==> src/rtl/debounced_pulser_pkg.sv <==
// Shared definitions for the debounced button pulser: one-hot channel FSM
// state encodings and helpers for sizing the per-channel counters.
package debounced_pulser_pkg;

  // One-hot channel states. Any other value is treated as illegal and
  // recovers to S_IDLE on the next clock.
  typedef enum logic [2:0] {
    S_IDLE = 3'b100,
    S_FIRE = 3'b010,
    S_HOLD = 3'b001
  } pulser_state_e;

  // Bits needed to hold a counter that counts from 0 up to max_val inclusive.
  function automatic int cnt_width(input int max_val);
    return (max_val < 2) ? 1 : $clog2(max_val + 1);
  endfunction

  // Larger of two integers, used to size a counter that serves two limits.
  function automatic int max_of(input int a, input int b);
    return (a > b) ? a : b;
  endfunction

endpackage

==> src/rtl/debounced_pulser_channel.sv <==
// One button channel: 2-flop synchroniser, stable-count debouncer, and a
// one-hot IDLE/FIRE/HOLD FSM with an optional auto-repeat counter.
module pulser_channel
  import debounced_pulser_pkg::*;
#(
  parameter int DEBOUNCE_CYCLES = 16,
  parameter bit ACTIVE_LOW      = 1'b1,
  parameter bit REPEAT_EN       = 1'b0,
  parameter int REPEAT_DELAY    = 64,
  parameter int REPEAT_PERIOD   = 16
) (
  input  logic clk,
  input  logic rst_n,
  input  logic button,
  output logic pulse,
  output logic held
);

  // Level of the raw input when the button is not pressed.
  localparam logic RELEASED = ACTIVE_LOW;

  // Debounce counter counts the cycles a differing level has already been
  // seen; the flip happens on the cycle it would reach DEBOUNCE_CYCLES.
  localparam int                DB_MAX  = DEBOUNCE_CYCLES - 1;
  localparam int                DB_W    = cnt_width(DB_MAX);
  localparam logic [DB_W-1:0]   DB_LAST = DB_W'(DB_MAX);

  // Repeat counter starts at 0 the cycle after FIRE; a hit at value N-2
  // lands the next FIRE exactly N cycles after the previous one.
  localparam int                RPT_MAX   = max_of(REPEAT_DELAY, REPEAT_PERIOD) - 2;
  localparam int                RPT_W     = cnt_width(RPT_MAX);
  localparam logic [RPT_W-1:0]  RPT_FIRST = RPT_W'(REPEAT_DELAY - 2);
  localparam logic [RPT_W-1:0]  RPT_NEXT  = RPT_W'(REPEAT_PERIOD - 2);

  logic              sync_q1;
  logic              sync_q2;
  logic              deb_q;
  logic [DB_W-1:0]   db_cnt;
  logic              deb_pressed;

  pulser_state_e     state_q;
  pulser_state_e     state_nxt;
  logic [RPT_W-1:0]  rpt_cnt;
  logic              rpt_first;
  logic [RPT_W-1:0]  rpt_limit;
  logic              rpt_hit;

  logic              pulse_q;
  logic              held_q;

  // Two-flop synchroniser for the asynchronous button level.
  // NOTE: reset loads the released level, not 0, so an ACTIVE_LOW button
  // sitting idle does not look like a press when reset lifts.
  always_ff @(posedge clk or negedge rst_n) begin
    if (!rst_n) begin
      sync_q1 <= RELEASED;
      sync_q2 <= RELEASED;
    end else begin
      // NOTE: non-blocking assignments give true flop-to-flop transfer;
      // blocking here would collapse the two stages into one.
      sync_q1 <= button;
      sync_q2 <= sync_q1;
    end
  end

  // Debouncer: accept a new level only after it has been stable for
  // DEBOUNCE_CYCLES consecutive cycles; any return to the old level restarts.
  always_ff @(posedge clk or negedge rst_n) begin
    if (!rst_n) begin
      deb_q  <= RELEASED;
      db_cnt <= '0;
    end else if (sync_q2 == deb_q) begin
      db_cnt <= '0;
    end else if (db_cnt == DB_LAST) begin
      deb_q  <= sync_q2;
      db_cnt <= '0;
    end else begin
      db_cnt <= db_cnt + 1'b1;
    end
  end

  assign deb_pressed = (deb_q != RELEASED);

  // Repeat limit: first repeat after REPEAT_DELAY, later ones every REPEAT_PERIOD.
  assign rpt_limit = rpt_first ? RPT_FIRST : RPT_NEXT;
  assign rpt_hit   = REPEAT_EN && (rpt_cnt == rpt_limit);

  // Next-state logic for the channel FSM; release takes priority over repeat.
  always_comb begin
    // NOTE: default first so every path assigns state_nxt and no latch forms.
    state_nxt = S_IDLE;
    case (state_q)
      S_IDLE: state_nxt = deb_pressed ? S_FIRE : S_IDLE;
      S_FIRE: state_nxt = deb_pressed ? S_HOLD : S_IDLE;
      S_HOLD: begin
        if (!deb_pressed) begin
          state_nxt = S_IDLE;
        end else if (rpt_hit) begin
          state_nxt = S_FIRE;
        end else begin
          state_nxt = S_HOLD;
        end
      end
      default: state_nxt = S_IDLE;
    endcase
  end

  // FSM state register.
  always_ff @(posedge clk or negedge rst_n) begin
    if (!rst_n) begin
      state_q <= S_IDLE;
    end else begin
      state_q <= state_nxt;
    end
  end

  // Repeat counter: cleared outside HOLD, counts up in HOLD and saturates
  // at the active limit; tracks whether the next repeat is the first one.
  always_ff @(posedge clk or negedge rst_n) begin
    if (!rst_n) begin
      rpt_cnt   <= '0;
      rpt_first <= 1'b1;
    end else begin
      if (state_q != S_HOLD) begin
        rpt_cnt <= '0;
      end else if (rpt_cnt != rpt_limit) begin
        rpt_cnt <= rpt_cnt + 1'b1;
      end

      if (state_q == S_IDLE) begin
        rpt_first <= 1'b1;
      end else if ((state_q == S_HOLD) && (state_nxt == S_FIRE)) begin
        rpt_first <= 1'b0;
      end
    end
  end

  // Registered outputs: pulse coincides with the FIRE state, held follows
  // the debounced level one cycle later so both rise together.
  always_ff @(posedge clk or negedge rst_n) begin
    if (!rst_n) begin
      pulse_q <= 1'b0;
      held_q  <= 1'b0;
    end else begin
      pulse_q <= (state_nxt == S_FIRE);
      held_q  <= deb_pressed;
    end
  end

  assign pulse = pulse_q;
  assign held  = held_q;

endmodule

==> src/rtl/debounced_pulser.sv <==
// Multi-channel debounced button pulser: one independent pulser_channel
// per button bit.
module debounced_pulser
  import debounced_pulser_pkg::*;
#(
  parameter int CHANNELS        = 4,
  parameter int DEBOUNCE_CYCLES = 16,
  parameter bit ACTIVE_LOW      = 1'b1,
  parameter bit REPEAT_EN       = 1'b0,
  parameter int REPEAT_DELAY    = 64,
  parameter int REPEAT_PERIOD   = 16
) (
  input  logic                clk,
  input  logic                rst_n,
  input  logic [CHANNELS-1:0] button,
  output logic [CHANNELS-1:0] pulse,
  output logic [CHANNELS-1:0] held
);

  // One channel instance per button bit; channels share only clock and reset.
  for (genvar i = 0; i < CHANNELS; i++) begin : g_ch
    pulser_channel #(
      .DEBOUNCE_CYCLES (DEBOUNCE_CYCLES),
      .ACTIVE_LOW      (ACTIVE_LOW),
      .REPEAT_EN       (REPEAT_EN),
      .REPEAT_DELAY    (REPEAT_DELAY),
      .REPEAT_PERIOD   (REPEAT_PERIOD)
    ) u_ch (
      .clk    (clk),
      .rst_n  (rst_n),
      .button (button[i]),
      .pulse  (pulse[i]),
      .held   (held[i])
    );
  end

endmodule

==> config.mk <==
export PLATFORM = sky130hd
export DESIGN_NAME = debounced_pulser
export DESIGN_NICKNAME = d
export VERILOG_FILES = /design/src/rtl/debounced_pulser_pkg.sv /design/src/rtl/debounced_pulser_channel.sv /design/src/rtl/debounced_pulser.sv
export SDC_FILE = /design/constraint.sdc
export NUM_CORES = 1
export LEC_CHECK = 0
export CAP_MARGIN = 20
export CORE_UTILIZATION = 30
export DETAILED_ROUTE_END_ITERATION = 8
export SYNTH_ARGS = -nofsm -noshare
export SYNTH_HDL_FRONTEND = slang
export SYNTH_SLANG_ARGS = --single-unit
==> constraint.sdc <==
create_clock -name clk -period 1.2 [get_ports clk]
set_clock_uncertainty 0.2 [all_clocks]
set_input_delay 0.24 -clock clk [delete_from_list [all_inputs] [get_ports clk]]
set_output_delay 0.24 -clock clk [all_outputs]
set_load 0.005 [all_outputs]
Word level (Yosys, flattened, before mapping)
Cells that the tools add are included. W data, S select, Z words.

Register bits after elaboration: 48. Input port bits: 6. Output and inout bits: 8. Logic and storage cells: 92.

Add/sub/neg operators: 4. Equal/unequal tests: 24. Mux-type cells: 20. Bitwise logic cells: 8. Reduce and logical (&&, ||, !) cells: 8.

Operator list (number): $mux W4 (8); $eq A3 B2 Y1 const B (8); $mux W3 (8); $pmux W3 S2 (4); $add A4 B1 Y4 const B (4); $eq A4 B4 Y1 const B (4); $eq A3 B1 Y1 const B (4); $eq A3 B3 Y1 const B (4); $not A1 Y1 (8); $reduce_and A2 Y1 (4); $reduce_or A2 Y1 (4); $eq A1 B1 Y1 (4).

Logic depth before layout (Yosys ltp)
Word-level depth: 4. Depth in mapped cells: 4. Depth with buffers taken out: 4.

By module
A second synthesis with hierarchy kept.

Cell total of the unflattened synthesis: 121. Area, all modules: 1791.7 um^2.

By module, submodules not included: pulser_channel at g_ch[1].u_ch ... (instances 3, cells an instance 30, area an instance 450.4 um^2, sequential area each 305.3 um^2); pulser_channel at g_ch[0].u_ch (instances 1, cells an instance 31, area an instance 440.4 um^2, sequential area each 305.3 um^2).

Worst setup path before layout
OpenSTA, ideal clock, no wires.

Kind: flip-flop to flip-flop. Start: register g_ch[2].u_ch.db_cnt[0]. End: register g_ch[2].u_ch.deb_q. Setup time: 0.082 ns. Arrival time: 1.035 ns. Data required time: 0.918 ns. Slack: -0.117 ns. Cell stages (with the launch flop): 4. Buffers on the path: 0. Clock period less this slack: 1.317 ns. Cells stage by stage: dfrtp_1 ha_1 nand3_1 mux2_2.

Word-level cells in the longest chain between the ends: 2.

RTL lines: start, declared (RTL line debounced_pulser_channel.sv:38) `logic [DB_W-1:0] db_cnt;`; start signal, assigned (RTL line debounced_pulser_channel.sv:78) `db_cnt <= db_cnt + 1'b1;`; $eq A4 B4 Y1 (RTL line debounced_pulser_channel.sv:74) `end else if (db_cnt == DB_LAST) begin`; $reduce_and A2 Y1 (no line); end signal, assigned (RTL line debounced_pulser_channel.sv:75) `deb_q <= sync_q2;`; end, declared (RTL line debounced_pulser_channel.sv:37) `logic deb_q;`.

Every way passes these cells. A chain may end at the register's enable or synchronous reset.

Final worst setup path
Start: register g_ch[3].u_ch.db_cnt[0]. End: register g_ch[3].u_ch.deb_q.

Word-level cells in the longest chain between the ends: 2.

RTL lines (RTL line): start, declared (debounced_pulser_channel.sv:38); start signal, assigned (debounced_pulser_channel.sv:78); $eq A4 B4 Y1 (debounced_pulser_channel.sv:74); $reduce_and A2 Y1 (no line); end signal, assigned (debounced_pulser_channel.sv:75); end, declared (debounced_pulser_channel.sv:37).

Every way passes these cells.

==> run summary <==
==============================================================================
Status                                                            complete, but fails checks
Violated checks                                                   negative setup slack
Buffer depth of the longest clock path                                       2
Level count of the clock H-tree                                              2
Number of synthesized register bits                                         48
Input/output buffers                                                        13
Total clock buffers created by CTS                                           5
Final Routed Wirelength                                                3150 µm
Fill cell count                                                            490
Total Power                                                            4213 µW
Storage cell area                                                 0.001221 mm²
Detail Route Antenna Nets                                                    0
Final total negative setup slack                                    -0.4765 ns
Synthesis-to-layout area growth                                         36.04%
WS Path Type                                                        reg -> reg
Cells after Synth                                                          132
Clock Root Buffer                                                 sky130_fd_sc_hd__clkbuf_8
Via count of the first global-routing pass                                1172
Placed cells                                                               217
Max rail drop VDD                                                    0.7212 mV
Max-cap viol count                                                           0
Sequence of cells on the critical path                            ha_4, nand3_4, mux2_4
Portion of the post-synthesis area used by sequential elements          67.64%
Die outline width                                                     79.58 µm
Post-Layout Inst Area                                             0.002456 mm²
Placed wire-length estimate after detailed placement                   1956 µm
Time the final worst path needs with I/O delays and setup             1.260 ns
Initial antenna violation count                                              0
Core Footprint                                                    0.005642 mm²
Total setup violations reported at the end of the flow                      17
Mean area per synthesized cell                                       13.68 µm²
RSZ-0062 raised after global routing                                       yes
Rows                                                                        27
GRT Total Usage                                                         11.04%
Number of cells in the finished layout apart from fillers                  234
Maximum frequency from static timing analysis                        793.7 MHz
Count of final max-slew check failures                                       0
Top library cells by usage in the layout, fill and taps aside     sky130_fd_sc_hd__dfrtp_1 (32), sky130_fd_sc_hd__dfstp_2 (16), sky130_fd_sc_hd__buf_4 (14)
Wire length of the first global-routing pass                           5306 µm
Initial Util                                                            32.00%
Largest driver fanout on the critical path                                   3
Required time at the endpoint of the critical path                     1.22 ns
Post-layout net count                                                      171
Clock sinks                                                                 48
Critical Path Source Type                                             register
Distinct cell type count of the synthesized netlist                         18
CTS tree                                                                  done
Pin count of the biggest net entering global routing                        49
Power per unit of standard cell area                               1715 mW/mm²
Tcrit/Tclk final                                                        105.0%
Remaining global-route overflow                                              0
Last weighted congestion value of the routability-driven placer         0.6480
I/O pin count                                                               14
Leak pwr                                                          0.0009933 µW
Drt via density                                                          4.667
Chip Height                                                           79.58 µm
Die footprint                                                     0.006332 mm²
Worst max-slew margin expressed relative to the limit                   83.37%
Average wire length per cell after detail routing                     13.46 µm
Via total after detailed routing                                          1092
Synth Cell Area                                                   0.001805 mm²
Most common cell after layout, fill and taps aside                sky130_fd_sc_hd__dfrtp_1
Post-Synthesis Net Count                                                   142
Synth warnings                                                               0
Clock transition at the registers of the reported paths                0.08 ns
Multi-input logic area                                               795.8 µm²
Ant. Diodes                                                                  0
Later-pin clock latency in the skew report                             0.30 ns
DR DRC count                                                                 0
Share of post-route cells with drive strength above 1                   54.94%
Worst setup margin                                                 -0.05993 ns
Arrival time of data at the critical path endpoint                     1.28 ns
Length of the first detailed-routing pass in iterations                      2
Worst path slowest cell                                           sky130_fd_sc_hd__dfrtp_1
Initial detailed-routing violation count                                    36
Worst slew pin tran                                                  0.2482 ns
Crit. End Element                                                     register
Worst hold path class                                                in -> reg
Number of hold violations in the final report                                0
Placed inst area                                                  0.002092 mm²
Delay of the slowest critical-path stage                               0.43 ns
==============================================================================
-- cells in the mapped netlist --
cell	count	area, µm²
sky130_fd_sc_hd__a21oi_1	8	40.04
sky130_fd_sc_hd__a311oi_1	1	8.760
sky130_fd_sc_hd__and2b_2	1	8.760
sky130_fd_sc_hd__buf_4	8	60.06
sky130_fd_sc_hd__dfrtp_1	32	800.8
sky130_fd_sc_hd__dfstp_2	16	420.4
sky130_fd_sc_hd__ha_1	4	50.05
sky130_fd_sc_hd__inv_1	8	30.03
sky130_fd_sc_hd__mux2_2	4	45.04
sky130_fd_sc_hd__nand3_1	4	20.02
sky130_fd_sc_hd__nand4b_1	4	35.03
sky130_fd_sc_hd__nor2_1	8	30.03
sky130_fd_sc_hd__nor2b_1	3	18.77
sky130_fd_sc_hd__nor3_1	4	20.02
sky130_fd_sc_hd__nor3b_1	3	22.52
sky130_fd_sc_hd__nor4b_1	8	70.07
sky130_fd_sc_hd__o21ai_0	4	20.02
sky130_fd_sc_hd__xnor2_1	12	105.1
-- sequential cells by signal, summed over array words and instances, names as in the netlist --
register / cells
g_ch.u_ch.db_cnt: 16
g_ch.u_ch.deb_q: 4
g_ch.u_ch.held: 4
g_ch.u_ch.pulse: 4
g_ch.u_ch.state_q: 12
g_ch.u_ch.sync_q1: 4
g_ch.u_ch.sync_q2: 4
-- power by group --
part           leakage, µW  internal, µW  switching, µW
logic             0.000376           593            341
clock network    0.0000479           406            513
registers         0.000569          2000            361
-- through the flow --
| step | utilization, % | setup slack [ns] | hold WS [ns] |
|---|---|---|---|
| final | 43.54 | -0.05993 | 0.1380 |
| after global routing | 43.54 | -0.1059 | 0.1130 |
| after CTS | 40.83 | -0.06255 | 0.1275 |
| after detailed placement | 37.08 | -0.07759 | 0.04273 |
| after global placement | 37.08 | -0.04335 | 0.03181 |
| after floorplan | - | -0.04181 | -0.2556 |
-- logic make-up (layout without fill, tap and decap cells) --
logic type,after synthesis,after routing,share of synthesized area [%]
flops,48,48,67.64
simple gates,35,35,12.47
buf+inv,16,46,4.990
compound gates,13,13,3.812
xor+xnor,12,12,5.821
fa+ha+maj,4,4,2.772
mux,4,4,2.495
-- critical path, delay by kind of cell, from the launching register on --
family,cells,cell delay (ns)
muxes,1,0.30
and+or+nand+nor,1,0.06
DFF,1,0.43
adders and majority gates,1,0.20
-- final timing paths --
kind                                             start                       to  slack [ns]  cells past startpoint
worst min-delay path                         button[0]     g_ch[0].u_ch.sync_q1        0.14                      1
worst max register to register  g_ch[3].u_ch.db_cnt[0]       g_ch[3].u_ch.deb_q       -0.06                      3
worst min register to register    g_ch[1].u_ch.sync_q1     g_ch[1].u_ch.sync_q2        0.16                      0
max in group asynchronous                        rst_n       g_ch[0].u_ch.deb_q        0.28                      3
worst max-delay path            g_ch[3].u_ch.db_cnt[0]       g_ch[3].u_ch.deb_q       -0.06                      3
min in group asynchronous                        rst_n  g_ch[2].u_ch.state_q[1]        0.24                      3
-- cell type report --
type	instances	share of cell area, %
inverter	8	1.223
clock inverter	3	0.7641
sequential	48	49.72
multi-input combinational	68	32.40
timing repair buffer	30	9.424
tap	72	3.668
clock buffer	5	2.802
-- routing by layer --
| metal | part of all wire, % | track usage (%) |
|---|---|---|
| met1 | 39 | 11.54 |
| met2 | 56 | 20.26 |
| met3 | 3.4 | 3.543 |
| met4 | 1.3 | 4.364 |
| met5 | 0 | 0 |
-- what timing repair did --
action	CTS	global route
buffers inserted	7	1
setup endpoints to repair	32	32
gates resized for setup	52	23
hold buffers	1	0
pin swaps	8	11
endpoints found under the hold margin	48	0
Power figures use the tool's default switching activity.
